==> config.mk <==
export PLATFORM = sky130hd
export DESIGN_NAME = mvu_cmd_responder
export DESIGN_NICKNAME = d
export VERILOG_FILES = /design/src/rtl/mvu_cmd_responder_pkg.sv /design/src/rtl/mvu_cmd_responder_rr_arbiter.sv /design/src/rtl/mvu_cmd_responder.sv
export SDC_FILE = /design/constraint.sdc
export NUM_CORES = 2
export LEC_CHECK = 0
export ABC_AREA = 1
export BUFFER_PORTS_ARGS = -buffer_cell sky130_fd_sc_hd__buf_2
export CAP_MARGIN = 25
export CORE_AREA = 2 2 572 574
export DETAILED_ROUTE_END_ITERATION = 8
export DIE_AREA = 0 0 574 576
export PLACE_DENSITY = 0.35
export SYNTH_ARGS = -nofsm -noshare
export SYNTH_HDL_FRONTEND = slang
export SYNTH_HIERARCHICAL = 1
export SYNTH_SLANG_ARGS = --single-unit
==> constraint.sdc <==
create_clock -name clk -period 3.3 [get_ports clk]
set_clock_uncertainty 0.15 [all_clocks]
set_input_delay 0.495 -clock clk [delete_from_list [all_inputs] [get_ports clk]]
set_output_delay 0.495 -clock clk [all_outputs]
set_load 0.1 [all_outputs]
==> src/rtl/mvu_cmd_responder_pkg.sv <==
// Shared types for the MVU command responder: job record, FSM states and
// status-bit layout used by the per-hart CSR bank.
package mvu_cmd_responder_pkg;

    typedef logic [31:0] rv32_data_t;

    typedef struct packed {
        rv32_data_t cmd;
        rv32_data_t prec;
        rv32_data_t wbase;
        rv32_data_t ibase;
        rv32_data_t obase;
    } mvu_job_t;

    typedef enum logic [1:0] {
        RSP_IDLE,
        RSP_ISSUE,
        RSP_RUN,
        RSP_IRQ
    } mvu_rsp_state_e;

    // Bit positions inside each hart's 2-bit status field
    localparam int MVU_STATUS_BUSY = 0;
    localparam int MVU_STATUS_ERR  = 1;

endpackage

==> src/rtl/mvu_cmd_responder_rr_arbiter.sv <==
// Combinational round-robin arbiter: grants the first requester at or after ptr,
// wrapping modulo N. Returns one-hot grant, its index and an any-grant flag.
module mvu_rr_arbiter #(
    parameter int N     = 8,
    parameter int IDX_W = 3
) (
    input  logic [N-1:0]     req,
    input  logic [IDX_W-1:0] ptr,
    output logic [N-1:0]     gnt,
    output logic [IDX_W-1:0] gnt_idx,
    output logic             gnt_any
);

    always_comb begin
        int j;
        j       = 0;
        gnt_idx = '0;
        gnt_any = |req;
        // Scan farthest-first so the nearest requester after ptr is written last
        for (int i = N - 1; i >= 0; i--) begin
            j = int'(ptr) + i;
            if (j >= N) begin
                j = j - N;
            end
            if (req[j]) begin
                gnt_idx = IDX_W'(j);
            end
        end
        gnt = gnt_any ? (N'(1) << gnt_idx) : '0;
    end

endmodule

==> src/rtl/mvu_cmd_responder.sv <==
// MVU-side endpoint of the per-hart command interface: snapshots CSR jobs on
// mvu_start, round-robins them onto one job port, and raises per-hart IRQs.
module mvu_cmd_responder
    import mvu_cmd_responder_pkg::*;
#(
    parameter int NUM_HARTS = 8,
    parameter int TIMEOUT   = 65535,
    parameter int TO_W      = 16
) (
    input  logic                                          clk,
    input  logic                                          rst_n,
    input  logic [NUM_HARTS-1:0]                          mvu_start,
    input  logic [32*NUM_HARTS-1:0]                       csr_mvucommand,
    input  logic [32*NUM_HARTS-1:0]                       csr_mvuprecision,
    input  logic [32*NUM_HARTS-1:0]                       csr_mvuwbaseptr,
    input  logic [32*NUM_HARTS-1:0]                       csr_mvuibaseptr,
    input  logic [32*NUM_HARTS-1:0]                       csr_mvuobaseptr,
    output logic                                          job_valid_o,
    input  logic                                          job_ready_i,
    output logic [((NUM_HARTS > 1) ? $clog2(NUM_HARTS) : 1)-1:0] job_hart_o,
    output mvu_job_t                                      job_o,
    input  logic                                          job_done_i,
    output logic [NUM_HARTS-1:0]                          mvu_irq_o,
    output logic [2*NUM_HARTS-1:0]                        mvu_status_o
);

    localparam int IDX_W = (NUM_HARTS > 1) ? $clog2(NUM_HARTS) : 1;
    localparam logic [TO_W-1:0] TO_LAST = (TIMEOUT == 0) ? '0 : TO_W'(TIMEOUT - 1);

    mvu_rsp_state_e        state_reg;
    logic [NUM_HARTS-1:0]  pending_reg, pending_next;
    logic [NUM_HARTS-1:0]  err_reg, err_next;
    logic                  active_reg;
    logic [IDX_W-1:0]      owner_reg;
    logic [IDX_W-1:0]      rr_ptr_reg;
    logic [TO_W-1:0]       cnt_reg;
    logic                  valid_reg;
    logic [NUM_HARTS-1:0]  irq_reg;
    mvu_job_t              job_reg;
    mvu_job_t              snap_reg [NUM_HARTS];

    logic [NUM_HARTS-1:0]  owner_oh;
    logic [NUM_HARTS-1:0]  accept;
    logic [NUM_HARTS-1:0]  reject;
    logic [NUM_HARTS-1:0]  gnt_oh;
    logic [IDX_W-1:0]      gnt_idx;
    logic                  gnt_any;
    logic                  grant_fire;
    logic                  timeout_hit;
    logic [IDX_W-1:0]      rr_ptr_next;

    mvu_rr_arbiter #(
        .N     (NUM_HARTS),
        .IDX_W (IDX_W)
    ) u_arb (
        .req     (pending_reg),
        .ptr     (rr_ptr_reg),
        .gnt     (gnt_oh),
        .gnt_idx (gnt_idx),
        .gnt_any (gnt_any)
    );

    always_comb begin
        owner_oh    = active_reg ? (NUM_HARTS'(1) << owner_reg) : '0;
        // A hart with a queued or in-flight job cannot take another one
        accept      = mvu_start & ~pending_reg & ~owner_oh;
        reject      = mvu_start & ~accept;
        grant_fire  = (state_reg == RSP_IDLE) && gnt_any;
        timeout_hit = (state_reg == RSP_RUN) && !job_done_i &&
                      (TIMEOUT != 0) && (cnt_reg == TO_LAST);
        rr_ptr_next = (gnt_idx == IDX_W'(NUM_HARTS - 1)) ? '0 : gnt_idx + IDX_W'(1);
        pending_next = (pending_reg & ~(grant_fire ? gnt_oh : '0)) | accept;
        err_next     = (err_reg & ~accept) | reject | (timeout_hit ? owner_oh : '0);
    end

    always_ff @(posedge clk or negedge rst_n) begin
        if (!rst_n) begin
            pending_reg <= '0;
            err_reg     <= '0;
        end else begin
            pending_reg <= pending_next;
            err_reg     <= err_next;
        end
    end

    generate
        for (genvar gi = 0; gi < NUM_HARTS; gi++) begin : g_snap
            always_ff @(posedge clk or negedge rst_n) begin
                if (!rst_n) begin
                    snap_reg[gi] <= '0;
                end else if (accept[gi]) begin
                    snap_reg[gi] <= '{
                        cmd:   csr_mvucommand[32*gi +: 32],
                        prec:  csr_mvuprecision[32*gi +: 32],
                        wbase: csr_mvuwbaseptr[32*gi +: 32],
                        ibase: csr_mvuibaseptr[32*gi +: 32],
                        obase: csr_mvuobaseptr[32*gi +: 32]
                    };
                end
            end

            assign mvu_status_o[2*gi + MVU_STATUS_BUSY] = pending_reg[gi] | owner_oh[gi];
            assign mvu_status_o[2*gi + MVU_STATUS_ERR]  = err_reg[gi];
        end
    endgenerate

    always_ff @(posedge clk or negedge rst_n) begin
        if (!rst_n) begin
            state_reg  <= RSP_IDLE;
            active_reg <= 1'b0;
            owner_reg  <= '0;
            rr_ptr_reg <= '0;
            cnt_reg    <= '0;
            valid_reg  <= 1'b0;
            irq_reg    <= '0;
            job_reg    <= '0;
        end else begin
            case (state_reg)
                RSP_IDLE: begin
                    if (gnt_any) begin
                        job_reg    <= snap_reg[gnt_idx];
                        owner_reg  <= gnt_idx;
                        active_reg <= 1'b1;
                        rr_ptr_reg <= rr_ptr_next;
                        valid_reg  <= 1'b1;
                        state_reg  <= RSP_ISSUE;
                    end
                end
                RSP_ISSUE: begin
                    if (job_ready_i) begin
                        valid_reg <= 1'b0;
                        cnt_reg   <= '0;
                        state_reg <= RSP_RUN;
                    end
                end
                RSP_RUN: begin
                    cnt_reg <= cnt_reg + TO_W'(1);
                    // Completion takes priority over an expiring timeout
                    if (job_done_i || timeout_hit) begin
                        irq_reg    <= owner_oh;
                        active_reg <= 1'b0;
                        state_reg  <= RSP_IRQ;
                    end
                end
                RSP_IRQ: begin
                    irq_reg   <= '0;
                    state_reg <= RSP_IDLE;
                end
                default: state_reg <= RSP_IDLE;
            endcase
        end
    end

    assign job_valid_o = valid_reg;
    assign job_hart_o  = owner_reg;
    assign job_o       = job_reg;
    assign mvu_irq_o   = irq_reg;

endmodule

# After elaboration in Yosys (flattened, before gate mapping)
# Cells that the tools add are included.
# W data, S select, Z words.
[word_totals]
input_bits = 1292
wordCells = 197
regBits = 1490
[op_classes]
addsub = 17
bitwise = 21
eq_ne = 8
muxes = 61
order_cmp = 17
n_reduce_logical = 17
shift = 2
[op_table]
columns = ["operator", "n"]
rows = [
  ["$bmux W160 S3", 1],
  ["$mux W160", 2],
  ["$lt A32 B5 Y1 const B", 8],
  ["$mux W32", 8],
  ["$ge A32 B5 Y1 const B", 7],
  ["$sub A32 B5 Y32 const B", 7],
  ["$and A8 B8 Y8", 5],
  ["$mux W8", 5],
  ["$not A8 Y8", 4],
  ["$pmux W16 S2", 1],
  ["$mux W3", 9],
  ["$bmux W1 S3", 8],
  ["$or A8 B8 Y8", 3],
  ["$mux W1", 19],
  ["$add A16 B1 Y16 const B", 1],
  ["$add A3 B3 Y4 const B", 4],
  ["$eq A16 B16 Y1 const B", 1],
  ["$mux W16", 1],
  ["$pmux W8 S2", 1],
  ["$shl A1 B3 Y8 const A", 2],
  ["$reduce_and A3 Y1", 3],
  ["$add A3 B2 Y4 const B", 2],
  ["$or A1 B1 Y1", 8],
  ["$pmux W2 S4", 1],
  ["20 further kinds", 32],
]

# Longest topological paths before layout
[logic_depth]
depth_word = 20
ltp_mapped = 25
depth_no_buf = 21

# By module
# The synthesis kept the hierarchy.
[by_module_without_submodules]
columns = ["module", "area_per_inst_um2", "n_inst", "cells_per_inst", "seq_area_each_um2"]
rows = [
  ["mvu_cmd_responder", 68100.3, 1, 8179, 37285.8],
  ["mvu_rr_arbiter", 696.9, 1, 147, 0.0],
]

# Worst setup path after synthesis
# Ideal clock, no wire load.
[synth_path]
path_type = "flip-flop to flip-flop"
from = "register rr_ptr_reg[1]"
to = "register job_reg (netlist bit job_o[0])"
slack_ns = 0.268
setup_time_ns = 0.126
t_arrival_ns = 2.756
t_required_ns = 3.024
period_less_slack_ns = 3.032
n_path_buf = 4
path_stages_with_launch = 23
cell_sequence = "dfrtp_1 -> inv_2 -> ha_1 -> inv_1 -> nand3_1 -> nand3_1 -> nand2_2 -> o21ai_1 -> nand2_1 -> nand2_1 -> nand2_1 -> nand2_1 -> nand2_1 -> nand2_4 -> buf_2 -> inv_2 -> buf_4 -> buf_4 -> buf_2 -> nor2_1 -> o22ai_1 -> nand2_1 -> nand3_1"
[synth_between]
elab_chain_len = 18
[synth_rtl]
columns = ["item", "line_no", "source"]
rows = [
  ["start, declared", "mvu_cmd_responder.sv:35", "logic [IDX_W-1:0] rr_ptr_reg;"],
  ["start signal, assigned", "mvu_cmd_responder.sv:124", "rr_ptr_reg <= rr_ptr_next;"],
  ["$add A3 B3 Y4", "mvu_cmd_responder_rr_arbiter.sv:21", "j = int'(ptr) + i;"],
  ["$sub A32 B5 Y32 / $ge A32 B5 Y1 (equally long branches)", "mvu_cmd_responder_rr_arbiter.sv:23, mvu_cmd_responder_rr_arbiter.sv:22", ""],
  ["$mux W32", "mvu_cmd_responder_rr_arbiter.sv:22", "if (j >= N) begin"],
  ["$bmux W1 S3", "mvu_cmd_responder_rr_arbiter.sv:25", "if (req[j]) begin"],
  ["$mux W1 (implied by the code) (2 in a row)", "mvu_cmd_responder_rr_arbiter.sv:25", ""],
  ["$mux W3 (7 in a row)", "mvu_cmd_responder_rr_arbiter.sv:25", ""],
  ["$mux W3 *", "mvu_cmd_responder_rr_arbiter.sv:25", ""],
  ["net gnt_idx[0]", "mvu_cmd_responder.sv:46", "logic [IDX_W-1:0] gnt_idx;"],
  ["$not A3 Y4 (implied by the code) *", "mvu_cmd_responder.sv:121", "job_reg <= snap_reg[gnt_idx];"],
  ["$bmux W160 S3 *", "mvu_cmd_responder.sv:121", ""],
  ["$mux W160 (implied by the code) * (2 in a row)", "mvu_cmd_responder.sv:121", ""],
  ["end signal, assigned", "mvu_cmd_responder.sv:121", ""],
  ["end, declared", "mvu_cmd_responder.sv:39", "mvu_job_t job_reg;"],
]
# Mark *: on every way through the listed nets, which the timed path passes. The rest lies on a longest branch. The select of a mux whose other input is x is not followed.
# A chain may end at the register's enable or synchronous reset.

# Worst setup path after layout
[layout_path]
from = "register rr_ptr_reg[1]"
to = "register job_reg (netlist bit job_o[30])"
# The elaborated chain is that of the path after synthesis.

==> impl_metrics.tcl <==
set metrics [dict create \
    status "finished, final reports clean" \
    syn_to_final_growth_pct 53.9 \
    p_leak_nw 52.3 \
    utilization_pct 32.6 \
    start_kind "flop" \
    nNetsFinal 12500 \
    cts_tree "built" \
    clock.fmax_ghz 0.307 \
    grt_setup_unrepaired "true" \
    min_to "snap_reg[161]" \
    firstDrtPassIters 6 \
    maxCapViolCount 0 \
    syn-num-nets 9629 \
    top_level_ports 1480 \
    fp-row-count 210 \
    timing.rr.end "job_o[30]" \
    cts_sinks 1490 \
    power_density_nw_per_um2 1370 \
    period_minus_slack_ns 3.25 \
    reg2regPathDepth 21 \
    grt_overflow 0 \
    ff_latch_area_um2 37300 \
    yosys.cell_types.count 38 \
    syn_avg_cell_area_um2 8.26 \
    netlist_area_um2 68800 \
    fin_ws_ns 0.0475 \
    finalInstanceArea_um2 106000 \
    ys_seq_elements 1490 \
    grt_max_degree 114 \
    setup_viol 0 \
    dp.final_hpwl_mm 293 \
    grt_pass1_wl_mm 579 \
    finalCritPeriodShare_pct 98.6 \
    via_count 73800 \
    dieWidth_um 574 \
    place_congestion 0.858 \
    die-height_um 576 \
    clock_path_buffers 4 \
    grt_usage_pct 24.2 \
    vias_per_cell 4.69 \
    post-route-drc-count 0 \
    finalHoldViolations 0 \
    numPortBuffers 1479 \
    ant_nets 0 \
    vdd_drop_max_mv 0.922 \
    slew_violations 0 \
    antenna_found_initial 26 \
    largest_register_ffs 1280 \
    synthCells 8326 \
    netlist.area_leader.share_pct 54.2 \
    core_area_um2 325000 \
    yosys.area.top_type "dfrtp_1" \
    hold_class "in2reg" \
    cts_root_buffer "clkbuf_16" \
    end_kind "flop" \
    die-area_um2 331000 \
    r2r_start "rr_ptr_reg[1]" \
    wl_per_cell_um 26.5 \
    critPathKind "reg2reg" \
    multiInputGateArea_um2 28500 \
    finalPower_w 0.145 \
    r2r_slack_ns 0.05 \
    required_ns 3.87 \
    fillCellCount 34400 \
    clkTransAtPathRegs_ns 0.06 \
    initial_core_util_pct 21.1 \
    clk_latency_ns 0.87 \
    synth_area_leaders "dfrtp_1, nand2_1, nand3_1, o21ai_0, nor2_1" \
    drt_iter0_drc 5881 \
    hold_depth 3 \
    relSlewSlack_pct 26.2 \
    worstPathArrival_ns 3.82 \
    dp_slack_ns -0.508 \
    crit_path_max_fanout 13 \
    cts_max_level 4 \
    grt_pass1_vias 76100 \
    dp_cells 14000 \
    seq_area_frac_synth_pct 54.2 \
    tightest_slew_ns 1.11 \
    finalWirelength_mm 418 \
    cts_buffers 191 \
    instances_no_fill 15700 \
    hold_start "mvu_start[6]" \
    drive_above_1_share_pct 23.8 \
    yosysWarnings 6 \
    place_area_um2 84200 \
]
==> how the worst max path moves through the flow <==
stage                   from    endpoint  depth (start not counted)
2_1_floorplan  rr_ptr_reg[1]    job_o[0]                         22
6_report       rr_ptr_reg[1]   job_o[30]                         21
3_3_place_gp   rr_ptr_reg[0]  job_o[127]                         21
3_5_place_dp   rr_ptr_reg[0]  job_o[127]                         21
4_1_cts        rr_ptr_reg[0]   job_o[26]                         21
5_1_grt        rr_ptr_reg[1]   job_o[75]                         23
==> through the flow <==
step / hold slack (ns) / TNS [ns]
after floorplan: 0.0494 / 0
after global placement: 0.297 / -18.80
after detailed placement: 0.303 / -9.30
after CTS: 0.00104 / 0
after global routing: 0.00941 / -4.37
final: 0.0741 / 0
==> cell usage after synthesis, drive strengths merged <==
library cell / n
nand2: 2590
dfrtp: 1490
nand3: 1163
o21ai: 828
nor2: 700
buf: 368
a21oi: 330
clkbuf: 267
inv: 227
mux2: 160
o22ai: 160
nand4: 16
ha: 11
o21bai: 3
nor4: 2
o31ai: 2
or2: 2
xnor2: 2
xor2: 2
a31oi: 1
clkinv: 1
nor3: 1
==> routing by layer <==
layer  track usage [%]  vias up  part of all wire (%)
li1                  -    33200                     -
met1              31.7    37000                    43
met2              40.0     2914                    47
met3              3.15      650                   5.2
met4              10.0       10                   4.6
met5                 0        -                 0.016
==> report_power, final <==
group | switching (W) | internal, W | total, W | leakage, nW
Clock | 0.00885 | 0.0125 | 0.0214 | 3.07
Sequential | 0.00594 | 0.0268 | 0.0328 | 18.3
Combinational | 0.0573 | 0.0333 | 0.0906 | 30.9
==> final cells by class <==
type                       instances  area share [%]
timing repair buffer            3351            25.9
sequential                      1490            35.2
timing repair inverter             1          0.0189
clock inverter                    34           0.462
tap                             4346            5.13
clock buffer                     301            5.46
multi-input combinational       5973            27.0
antenna                            9          0.0213
inverter                         228           0.848
==> cell usage in the layout (no fill, tap or decap), types with 217 or more instances in the layout <==
cell           count
o21ai_0          562
buf_2           1470
nand3_1         1142
a21oi_1          321
dfrtp_1         1488
buf_4            361
nor2_1           643
o21ai_1          217
nand2_1         2553
dlygate4sd3_1   1311
==> critical path, cell delays in order (launching register included) <==
cell	delay (ns)
dfrtp_1	0.37
inv_2	0.08
ha_4	0.31
buf_6	0.12
nand3_4	0.08
nand3_4	0.10
nand2_4	0.07
o21ai_2	0.12
nand2_1	0.06
nand2_1	0.06
nand2_1	0.05
nand2_1	0.07
nand2_2	0.09
nand2_8	0.15
buf_12	0.15
clkinv_16	0.08
buf_12	0.20
buf_6	0.16
o21ai_4	0.15
o22ai_1	0.11
nand2_2	0.19
nand3_1	0.10
==> what timing repair did <==
item | in CTS | in global routing
pin swaps | 8 | 32
gates resized for setup | 83 | 317
setup buffers | 11 | 25
endpoints found under the setup margin | 113 | 163
cloned | 8 | 20
endpoints found under the hold margin | 1440 | 0
hold buffers | 1311 | 0
==> cells by family (layout without fill, tap and decap cells) <==
group	after synthesis	count (layout)	synth area share [%]
other cells	0	9	0
buf+inv	863	3915	5.69
compound gates	1324	1324	9.96
flops	1490	1490	54.2
xor+xnor	4	4	0.0618
mux	160	160	3.04
fa+ha+maj	11	11	0.200
simple gates	4474	4474	26.8
(Power assumes the default switching activity.)
